**config.mk**
```make
export PLATFORM = sky130hd
export DESIGN_NAME = multi_sprite_blitter_flat
export DESIGN_NICKNAME = d
export VERILOG_FILES = /design/src/rtl/multi_sprite_blitter_if.sv /design/src/rtl/multi_sprite_blitter.sv /design/src/flat_wrapper.sv
export SDC_FILE = /design/constraint.sdc
export NUM_CORES = 1
export LEC_CHECK = 0
export CAP_MARGIN = 20
export CORE_MARGIN = 8
export CORE_UTILIZATION = 50
export DETAILED_ROUTE_END_ITERATION = 10
export DONT_BUFFER_PORTS = 1
export PLACE_DENSITY = 0.73
export SYNTH_ARGS = -nofsm -noshare
export SYNTH_HDL_FRONTEND = slang
export SYNTH_SLANG_ARGS = --single-unit
```
**constraint.sdc**
```tcl
create_clock -name clk_50 -period 5.3 [get_ports clk_50]
set_input_delay 0.53 -clock clk_50 [delete_from_list [all_inputs] [get_ports clk_50]]
set_output_delay 0.53 -clock clk_50 [all_outputs]
set_load 0.005 [all_outputs]
```
**src/rtl/multi_sprite_blitter_if.sv**
```systemverilog
// Signal bundle between the blitter, the game controller, the sprite/background ROMs and the VGA adapter.
// slave = blitter side, master = controller/ROM/VGA side.
interface multi_sprite_blitter_if #(
    parameter int NUM_SPRITES = 2,
    parameter int SPR_W       = 44,
    parameter int SPR_H       = 100,
    parameter int SCR_W       = 160,
    parameter int SCR_H       = 120,
    parameter int XW          = 8,
    parameter int YW          = 7,
    parameter int COLOR_W     = 9
);
    localparam int SELW   = (NUM_SPRITES > 1) ? $clog2(NUM_SPRITES) : 1;
    localparam int SPR_AW = $clog2(SPR_W * SPR_H);
    localparam int SCR_AW = $clog2(SCR_W * SCR_H);

    logic                      start;
    logic [1:0]                mode;
    logic [NUM_SPRITES-1:0]    spr_en;
    logic [NUM_SPRITES*XW-1:0] spr_x;
    logic [NUM_SPRITES*YW-1:0] spr_y;
    logic [SELW-1:0]           sprite_sel;
    logic [SPR_AW-1:0]         sprite_rom_addr;
    logic [COLOR_W-1:0]        sprite_rom_data;
    logic [SCR_AW-1:0]         bkgd_rom_addr;
    logic [COLOR_W-1:0]        bkgd_rom_data;
    logic [XW-1:0]             x_out;
    logic [YW-1:0]             y_out;
    logic [COLOR_W-1:0]        colour_out;
    logic                      plot;
    logic                      busy;
    logic                      done;

    modport slave (
        input  start, mode, spr_en, spr_x, spr_y, sprite_rom_data, bkgd_rom_data,
        output sprite_sel, sprite_rom_addr, bkgd_rom_addr, x_out, y_out, colour_out,
               plot, busy, done
    );

    modport master (
        output start, mode, spr_en, spr_x, spr_y, sprite_rom_data, bkgd_rom_data,
        input  sprite_sel, sprite_rom_addr, bkgd_rom_addr, x_out, y_out, colour_out,
               plot, busy, done
    );
endinterface

```
**src/rtl/multi_sprite_blitter.sv**
```systemverilog
// One-pixel-per-clock sprite/screen scanner feeding ROM addresses and VGA plot writes.
// Optional SPRITE_CLIP_EN: suppress plots for off-screen pixels instead of wrapping coordinates.
//
//  state | meaning
//  IDLE  | waiting for start; pass configuration captured on start
//  SCAN  | one ROM address issued per cycle
//  FLUSH | ROM/pipeline drain, ROM_LATENCY+1 cycles
//  DONE  | one-cycle done pulse
module multi_sprite_blitter #(
    parameter int                 NUM_SPRITES = 2,
    parameter int                 SPR_W       = 44,
    parameter int                 SPR_H       = 100,
    parameter int                 SCR_W       = 160,
    parameter int                 SCR_H       = 120,
    parameter int                 XW          = 8,
    parameter int                 YW          = 7,
    parameter int                 COLOR_W     = 9,
    parameter logic [COLOR_W-1:0] TRANSPARENT = '0,
    parameter int                 ROM_LATENCY = 1
) (
    input  logic                 clk_50,
    input  logic                 reset,
    multi_sprite_blitter_if.slave bus
);
    localparam int SELW   = (NUM_SPRITES > 1) ? $clog2(NUM_SPRITES) : 1;
    localparam int SPR_AW = $clog2(SPR_W * SPR_H);
    localparam int SCR_AW = $clog2(SCR_W * SCR_H);
    localparam int CW     = $clog2(((SPR_W > SCR_W) ? SPR_W : SCR_W) + 1);
    localparam int RW     = $clog2(((SPR_H > SCR_H) ? SPR_H : SCR_H) + 1);
    localparam int FW     = $clog2(ROM_LATENCY + 1);
    localparam int XW1    = XW + 1;
    localparam int YW1    = YW + 1;
    localparam int LAST   = ROM_LATENCY - 1;
    localparam logic [1:0] MODE_DRAW = 2'b00;

    typedef enum logic [1:0] {IDLE, SCAN, FLUSH, DONE} state_t;

    state_t                    state_q, state_d;
    logic [1:0]                mode_q, mode_d;
    logic [NUM_SPRITES-1:0]    en_q, en_d;
    logic [NUM_SPRITES*XW-1:0] sx_q, sx_d;
    logic [NUM_SPRITES*YW-1:0] sy_q, sy_d;
    logic [SELW-1:0]           sel_q, sel_d;
    logic [CW-1:0]             col_q, col_d;
    logic [RW-1:0]             row_q, row_d;
    logic [FW-1:0]             fcnt_q, fcnt_d;

    logic                      vld_q  [ROM_LATENCY];
    logic [XW-1:0]             px_q   [ROM_LATENCY];
    logic [YW-1:0]             py_q   [ROM_LATENCY];
    logic [1:0]                ptag_q [ROM_LATENCY];
`ifdef SPRITE_CLIP_EN
    logic                      pclip_q [ROM_LATENCY];
    logic                      clip_now;
`endif

    logic [XW-1:0]             x_out_q;
    logic [YW-1:0]             y_out_q;
    logic [COLOR_W-1:0]        colour_q;
    logic                      plot_q, plot_d;

    logic                      is_fill, last_col, last_row, scan_last, draw_px;
    logic [XW-1:0]             org_x;
    logic [YW-1:0]             org_y;
    logic [XW1-1:0]            x_w;
    logic [YW1-1:0]            y_w;
    logic [SELW:0]             first, nxt;
    logic [COLOR_W-1:0]        pix_colour;

    // {found, index} of the lowest enabled sprite at or above 'from'
    function automatic logic [SELW:0] find_en(input logic [NUM_SPRITES-1:0] en, input int from);
        find_en = '0;
        for (int i = NUM_SPRITES - 1; i >= 0; i--) begin
            if (i >= from && en[i]) find_en = {1'b1, SELW'(i)};
        end
    endfunction

    assign is_fill = mode_q[1];
    assign org_x   = sx_q[int'(sel_q) * XW +: XW];
    assign org_y   = sy_q[int'(sel_q) * YW +: YW];
    assign x_w     = is_fill ? XW1'(col_q) : XW1'(org_x) + XW1'(col_q);
    assign y_w     = is_fill ? YW1'(row_q) : YW1'(org_y) + YW1'(row_q);
    assign first   = find_en(bus.spr_en, 0);
    assign nxt     = find_en(en_q, int'(sel_q) + 1);
    assign last_col  = is_fill ? (col_q == CW'(SCR_W - 1)) : (col_q == CW'(SPR_W - 1));
    assign last_row  = is_fill ? (row_q == RW'(SCR_H - 1)) : (row_q == RW'(SPR_H - 1));
    assign scan_last = last_col && last_row && (is_fill || !nxt[SELW]);
`ifdef SPRITE_CLIP_EN
    assign clip_now  = (x_w >= XW1'(SCR_W)) || (y_w >= YW1'(SCR_H));
`endif

    always_comb begin
        state_d = state_q;
        mode_d  = mode_q;
        en_d    = en_q;
        sx_d    = sx_q;
        sy_d    = sy_q;
        sel_d   = sel_q;
        col_d   = col_q;
        row_d   = row_q;
        fcnt_d  = fcnt_q;
        case (state_q)
            IDLE: begin
                if (bus.start) begin
                    mode_d  = bus.mode;
                    en_d    = bus.spr_en;
                    sx_d    = bus.spr_x;
                    sy_d    = bus.spr_y;
                    sel_d   = first[SELW-1:0];
                    col_d   = '0;
                    row_d   = '0;
                    fcnt_d  = FW'(ROM_LATENCY);
                    // no enabled sprite: skip straight to the drain
                    state_d = (bus.mode[1] || first[SELW]) ? SCAN : FLUSH;
                end
            end
            SCAN: begin
                if (!last_col) begin
                    col_d = col_q + 1'b1;
                end else begin
                    col_d = '0;
                    if (!last_row) begin
                        row_d = row_q + 1'b1;
                    end else begin
                        row_d = '0;
                        sel_d = nxt[SELW-1:0];
                    end
                end
                if (scan_last) state_d = FLUSH;
            end
            FLUSH: begin
                if (fcnt_q == '0) state_d = DONE;
                else              fcnt_d  = fcnt_q - 1'b1;
            end
            DONE: state_d = IDLE;
            default: state_d = IDLE;
        endcase
    end

    always_comb begin
        draw_px    = (ptag_q[LAST] == MODE_DRAW);
        pix_colour = draw_px ? bus.sprite_rom_data : bus.bkgd_rom_data;
        plot_d     = vld_q[LAST] && !(draw_px && (pix_colour == TRANSPARENT));
`ifdef SPRITE_CLIP_EN
        if (pclip_q[LAST]) plot_d = 1'b0;
`endif
    end

    always_ff @(posedge clk_50) begin
        if (reset) begin
            state_q  <= IDLE;
            mode_q   <= '0;
            en_q     <= '0;
            sx_q     <= '0;
            sy_q     <= '0;
            sel_q    <= '0;
            col_q    <= '0;
            row_q    <= '0;
            fcnt_q   <= '0;
            x_out_q  <= '0;
            y_out_q  <= '0;
            colour_q <= '0;
            plot_q   <= 1'b0;
            for (int i = 0; i < ROM_LATENCY; i++) begin
                vld_q[i]  <= 1'b0;
                px_q[i]   <= '0;
                py_q[i]   <= '0;
                ptag_q[i] <= '0;
`ifdef SPRITE_CLIP_EN
                pclip_q[i] <= 1'b0;
`endif
            end
        end else begin
            state_q <= state_d;
            mode_q  <= mode_d;
            en_q    <= en_d;
            sx_q    <= sx_d;
            sy_q    <= sy_d;
            sel_q   <= sel_d;
            col_q   <= col_d;
            row_q   <= row_d;
            fcnt_q  <= fcnt_d;
            // coordinates travel alongside the ROM read so they line up with its data
            vld_q[0]  <= (state_q == SCAN);
            px_q[0]   <= x_w[XW-1:0];
            py_q[0]   <= y_w[YW-1:0];
            ptag_q[0] <= mode_q;
`ifdef SPRITE_CLIP_EN
            pclip_q[0] <= clip_now;
`endif
            for (int i = 1; i < ROM_LATENCY; i++) begin
                vld_q[i]  <= vld_q[i-1];
                px_q[i]   <= px_q[i-1];
                py_q[i]   <= py_q[i-1];
                ptag_q[i] <= ptag_q[i-1];
`ifdef SPRITE_CLIP_EN
                pclip_q[i] <= pclip_q[i-1];
`endif
            end
            plot_q <= plot_d;
            if (plot_d) begin
                x_out_q  <= px_q[LAST];
                y_out_q  <= py_q[LAST];
                colour_q <= pix_colour;
            end
        end
    end

    assign bus.sprite_sel      = sel_q;
    assign bus.sprite_rom_addr = SPR_AW'(32'(row_q) * SPR_W + 32'(col_q));
    assign bus.bkgd_rom_addr   = SCR_AW'(32'(y_w) * SCR_W + 32'(x_w));
    assign bus.x_out           = x_out_q;
    assign bus.y_out           = y_out_q;
    assign bus.colour_out      = colour_q;
    assign bus.plot            = plot_q;
    assign bus.busy            = (state_q != IDLE);
    assign bus.done            = (state_q == DONE);
endmodule

```
**src/flat_wrapper.sv**
```systemverilog
// flat-port wrapper written by rule: the top's interface ports become plain ports
module multi_sprite_blitter_flat 
#(
    parameter int                 NUM_SPRITES = 2,
    parameter int                 SPR_W       = 44,
    parameter int                 SPR_H       = 100,
    parameter int                 SCR_W       = 160,
    parameter int                 SCR_H       = 120,
    parameter int                 XW          = 8,
    parameter int                 YW          = 7,
    parameter int                 COLOR_W     = 9,
    parameter logic [COLOR_W-1:0] TRANSPARENT = '0,
    parameter int                 ROM_LATENCY = 1
)
  (clk_50, reset, bus_start, bus_mode, bus_spr_en, bus_spr_x, bus_spr_y, bus_sprite_rom_data, bus_bkgd_rom_data, bus_sprite_sel, bus_sprite_rom_addr, bus_bkgd_rom_addr, bus_x_out, bus_y_out, bus_colour_out, bus_plot, bus_busy, bus_done);
  multi_sprite_blitter_if #(.NUM_SPRITES(NUM_SPRITES), .SPR_W(SPR_W), .SPR_H(SPR_H), .SCR_W(SCR_W), .SCR_H(SCR_H), .XW(XW), .YW(YW), .COLOR_W(COLOR_W)) bus_i ();
  input  logic clk_50;
  input  logic reset;
  input wire logic [$bits(bus_i.start)-1:0] bus_start;
  input wire logic [$bits(bus_i.mode)-1:0] bus_mode;
  input wire logic [$bits(bus_i.spr_en)-1:0] bus_spr_en;
  input wire logic [$bits(bus_i.spr_x)-1:0] bus_spr_x;
  input wire logic [$bits(bus_i.spr_y)-1:0] bus_spr_y;
  input wire logic [$bits(bus_i.sprite_rom_data)-1:0] bus_sprite_rom_data;
  input wire logic [$bits(bus_i.bkgd_rom_data)-1:0] bus_bkgd_rom_data;
  output wire logic [$bits(bus_i.sprite_sel)-1:0] bus_sprite_sel;
  output wire logic [$bits(bus_i.sprite_rom_addr)-1:0] bus_sprite_rom_addr;
  output wire logic [$bits(bus_i.bkgd_rom_addr)-1:0] bus_bkgd_rom_addr;
  output wire logic [$bits(bus_i.x_out)-1:0] bus_x_out;
  output wire logic [$bits(bus_i.y_out)-1:0] bus_y_out;
  output wire logic [$bits(bus_i.colour_out)-1:0] bus_colour_out;
  output wire logic [$bits(bus_i.plot)-1:0] bus_plot;
  output wire logic [$bits(bus_i.busy)-1:0] bus_busy;
  output wire logic [$bits(bus_i.done)-1:0] bus_done;
  assign bus_i.start = bus_start;
  assign bus_i.mode = bus_mode;
  assign bus_i.spr_en = bus_spr_en;
  assign bus_i.spr_x = bus_spr_x;
  assign bus_i.spr_y = bus_spr_y;
  assign bus_i.sprite_rom_data = bus_sprite_rom_data;
  assign bus_i.bkgd_rom_data = bus_bkgd_rom_data;
  assign bus_sprite_sel = bus_i.sprite_sel;
  assign bus_sprite_rom_addr = bus_i.sprite_rom_addr;
  assign bus_bkgd_rom_addr = bus_i.bkgd_rom_addr;
  assign bus_x_out = bus_i.x_out;
  assign bus_y_out = bus_i.y_out;
  assign bus_colour_out = bus_i.colour_out;
  assign bus_plot = bus_i.plot;
  assign bus_busy = bus_i.busy;
  assign bus_done = bus_i.done;
  multi_sprite_blitter #(.NUM_SPRITES(NUM_SPRITES), .SPR_W(SPR_W), .SPR_H(SPR_H), .SCR_W(SCR_W), .SCR_H(SCR_H), .XW(XW), .YW(YW), .COLOR_W(COLOR_W), .TRANSPARENT(TRANSPARENT), .ROM_LATENCY(ROM_LATENCY)) u_core (.clk_50(clk_50), .reset(reset), .bus(bus_i));
endmodule
```
==> results of run 1 <==
-- critical path, stage by stage, from the launching register on --
cell	delay [ps]
dfxtp_1	370
mux2_2	350
ha_1	220
fa_1	410
a21o_1	200
a21oi_1	220
xnor2_1	150
nor2_1	60
a21oi_1	390
inv_1	90
ha_1	340
ha_1	350
a21boi_0	140
o21a_1	190
or3_1	320
and2_1	180
xnor2_1	210
-- how the worst min path moves through the flow --
stage	from	to	slack, ps
floorplan	u_core.px_q[0][0]	u_core.bus.x_out[0]	420
global placement	u_core.py_q[0][3]	u_core.bus.y_out[3]	420
detailed placement	u_core.py_q[0][0]	u_core.bus.y_out[0]	420
CTS	reset	u_core.bus.x_out[0]	250
global route	reset	u_core.bus.x_out[1]	230
finish	reset	u_core.bus.colour_out[3]	250
-- through the flow --
stage,hold WS [ps],cells,cell area (sq um),worst slack (ps)
floorplan,417,736,5970,311
CTS,246,866,6330,227
detailed placement,421,850,6010,615
finish,249,869,6390,250
global placement,415,850,6010,744
global route,232,869,6390,6.26
-- where the power goes --
group	leakage (uW)	switching (uW)	internal [uW]	total [uW]
Clock	0.000148	285	385	669
Combinational	0.00180	538	355	893
Sequential	0.000775	82.1	814	897
Total	0.00273	905	1550	2460
-- registers in the layout (all words and copies together) (netlist names) --
name / flops
u_core.state_q: 2
u_core.sx_q: 16
u_core.col_q: 8
u_core.mode_q: 2
u_core.en_q: 1
u_core.bus.colour_out: 9
u_core.bus.plot: 1
u_core.bus.y_out: 7
u_core.px_q: 8
u_core.fcnt_q: 1
u_core.sy_q: 14
u_core.ptag_q: 2
u_core.py_q: 7
u_core.vld_q: 1
u_core.bus.x_out: 8
u_core.row_q: 7
u_core.bus.sprite_sel: 1
-- cell usage in the layout, fill, tap and decap left out, types with 8 or more instances in the layout --
cell       synthesis  layout
nand2_1          125     125
dfxtp_1           95      95
a21oi_1           72      72
nor2_1            64      64
ha_1              59      59
inv_1             43      43
o21ai_0           36      36
xnor2_1           27      27
xor2_1            16      16
mux2_2            16      16
nor2b_1           16      16
a311oi_1          11      11
a211oi_1          10      10
nand3_1           10      10
fa_1               9       9
clkbuf_16          0       9
nand4_1            8       8
-- layout make-up --
cell class / instances / area share (%)
multi-input combinational: 561 / 58.5
sequential: 95 / 29.8
clock buffer: 10 / 3.74
tap: 147 / 2.88
inverter: 43 / 2.53
timing repair buffer: 7 / 1.37
clock inverter: 6 / 1.23
-- logic make-up after synthesis --
family / synth area share, %
simple gates: 20.1
xor+xnor: 6.31
fa+ha+maj: 15.4
buf+inv: 5.61
compound gates: 16.6
flops: 31.8
mux: 4.19
-- synth_stat cells (2+ instances only) --
| library cell | count |
|---|---|
| a211oi_1 | 10 |
| a21boi_0 | 3 |
| a21o_1 | 7 |
| a21oi_1 | 72 |
| a22oi_1 | 2 |
| a311oi_1 | 11 |
| and2_1 | 4 |
| and3_1 | 2 |
| and4_1 | 2 |
| buf_1 | 4 |
| buf_4 | 7 |
| clkbuf_1 | 24 |
| dfxtp_1 | 95 |
| fa_1 | 9 |
| ha_1 | 59 |
| inv_1 | 43 |
| mux2_2 | 16 |
| mux2i_1 | 7 |
| nand2_1 | 125 |
| nand2b_1 | 5 |
| nand3_1 | 10 |
| nand4_1 | 8 |
| nor2_1 | 64 |
| nor2b_1 | 16 |
| nor3_1 | 7 |
| nor3b_1 | 5 |
| o211ai_1 | 2 |
| o21a_1 | 6 |
| o21ai_0 | 36 |
| o21bai_1 | 2 |
| o22a_1 | 2 |
| o31ai_1 | 2 |
| or2_2 | 2 |
| or3_1 | 2 |
| or4_1 | 2 |
| xnor2_1 | 27 |
| xor2_1 | 16 |
-- per-layer routing --
layer	track usage, %	up-vias	wire length (um)
met5	0	-	0
met3	6.12	20	1030
met4	6.09	0	332
li1	-	2474	-
met1	19.4	2339	5830
met2	31.7	137	7070
==> impl_results.md, run 1 <==
- Startpoint Class: flop
- Worst hold path class: primary input to flop
- Sequential Area: 1900 sq um
- Area of the multi-input gates: 3730 sq um
- Synth async-reset ratio: 0%
- Nets: 840
- H-tree levels: 3
- Die width: 125 um
- Core area: 11800 sq um
- Post-synth cell types: 57
- Vias: 4970
- Final setup fails: 0
- Post-synth top area cell: dfxtp_1
- Tcrit/Tclk final: 95.3%
- Worst endpoint required time: 4770 ps
- Critical R2R Capture: u_core.px_q[0][5]
- Yosys warns: 0
- Per-cell routed wire length: 16.4 um
- Leak: 0.00273 uW
- Pre-Repair DR Iteration Count: 5
- Status: completed
- Arrival time worst endpoint: 4520 ps
- Max Root-Sink Buffers: 2
- Post-synth EDFFs: 0
- Synthesized area per cell: 8.11 sq um
- Hold buffers post-CTS: 0
- R2R setup slack: 2370 ps
- GP Congestion: 0.889
- Die area: 15700 sq um
- Post-CTS Setup Inserts: 0
- Initial Utilization: 50.6%
- Die Ht: 125 um
- Fill cells: 1095
- Num rows: 40
- CTS tree: done
- Overflow after GRT: 0
- Worst-skew pair later-pin latency: 340 ps
- N_diodes: 0
- Crit-path max FO: 5
- Antenna viol nets, final: 0
- VDD IR max: 0.252 mV
- Synthesized Nets: 859
- # Max-Cap Violations: 0
- Hold path cells: 1
- Cell Pwr Density: 385 nW/um^2
- Worst flop-to-flop path startpoint: u_core.bus.sprite_sel
- Iter 0 DRT Violations: 259
- DPL Wire Length: 11.0 mm
- Worst relative slew slack: 52.4%
- Synth-to-layout area growth: 6.96%
- Clock Skew: 8.55 ps
- RSZ-0062 raised after global routing: no
- Main synth FF type: dfxtp_1
- Core Util, Final: 54.1%
- DRC viols: 0
- Final hold vios: 0
- Achievable frequency: 198 MHz
- Fin. max-slew vios: 0
- Register area share after synthesis: 31.8%
- PnR Total Power: 2460 uW
- Measured slew at the worst slew-check pin: 708 ps
- Post-synthesis cell area: 5970 sq um
- Via count of the first global-routing pass: 4832
- Setup crit start: u_core.bus.sprite_sel
- Largest net degree at the start of global routing: 86
- Total Wirelength: 14.3 mm
- Final TNS setup: 0 ps
- Gr usage total: 17.9%
- Layout cells sized above 1: 6.51%
- TritonCTS sink count: 95
- Worst Reg2Reg Path Length in Cells: 10
- Synthesized flop and latch total: 95
- Synth Instances: 736
- Yosys top cell area share: 31.8%
- CTS Buf Count: 9
- # IOs: 111
- End of the critical path: bus_bkgd_rom_addr[13]
- Antenna violations before repair: 0
- Crit path kind: flop to output pin
- Root buf cell: clkbuf_16
- First-pass GRT wire length: 23.1 mm
- Vias per std cell: 5.72
- Worst Setup End Kind: output pin
- Clock-pin slew on the worst setup and hold paths: 70 ps
- Dominant cells by area after synthesis: dfxtp_1, ha_1, nand2_1, a21oi_1, nor2_1
- Port bufs: 0
- Crit path time final: 5050 ps
- Post-CTS Resized: 0
(Power assumes the default switching activity.)
==> run 2: changes to the inputs <==
HOLD_SLACK_MARGIN = 0.15   (was unset)
==> results of run 2 <==
Final layout, timing and power as in run 1 (identical DEF).
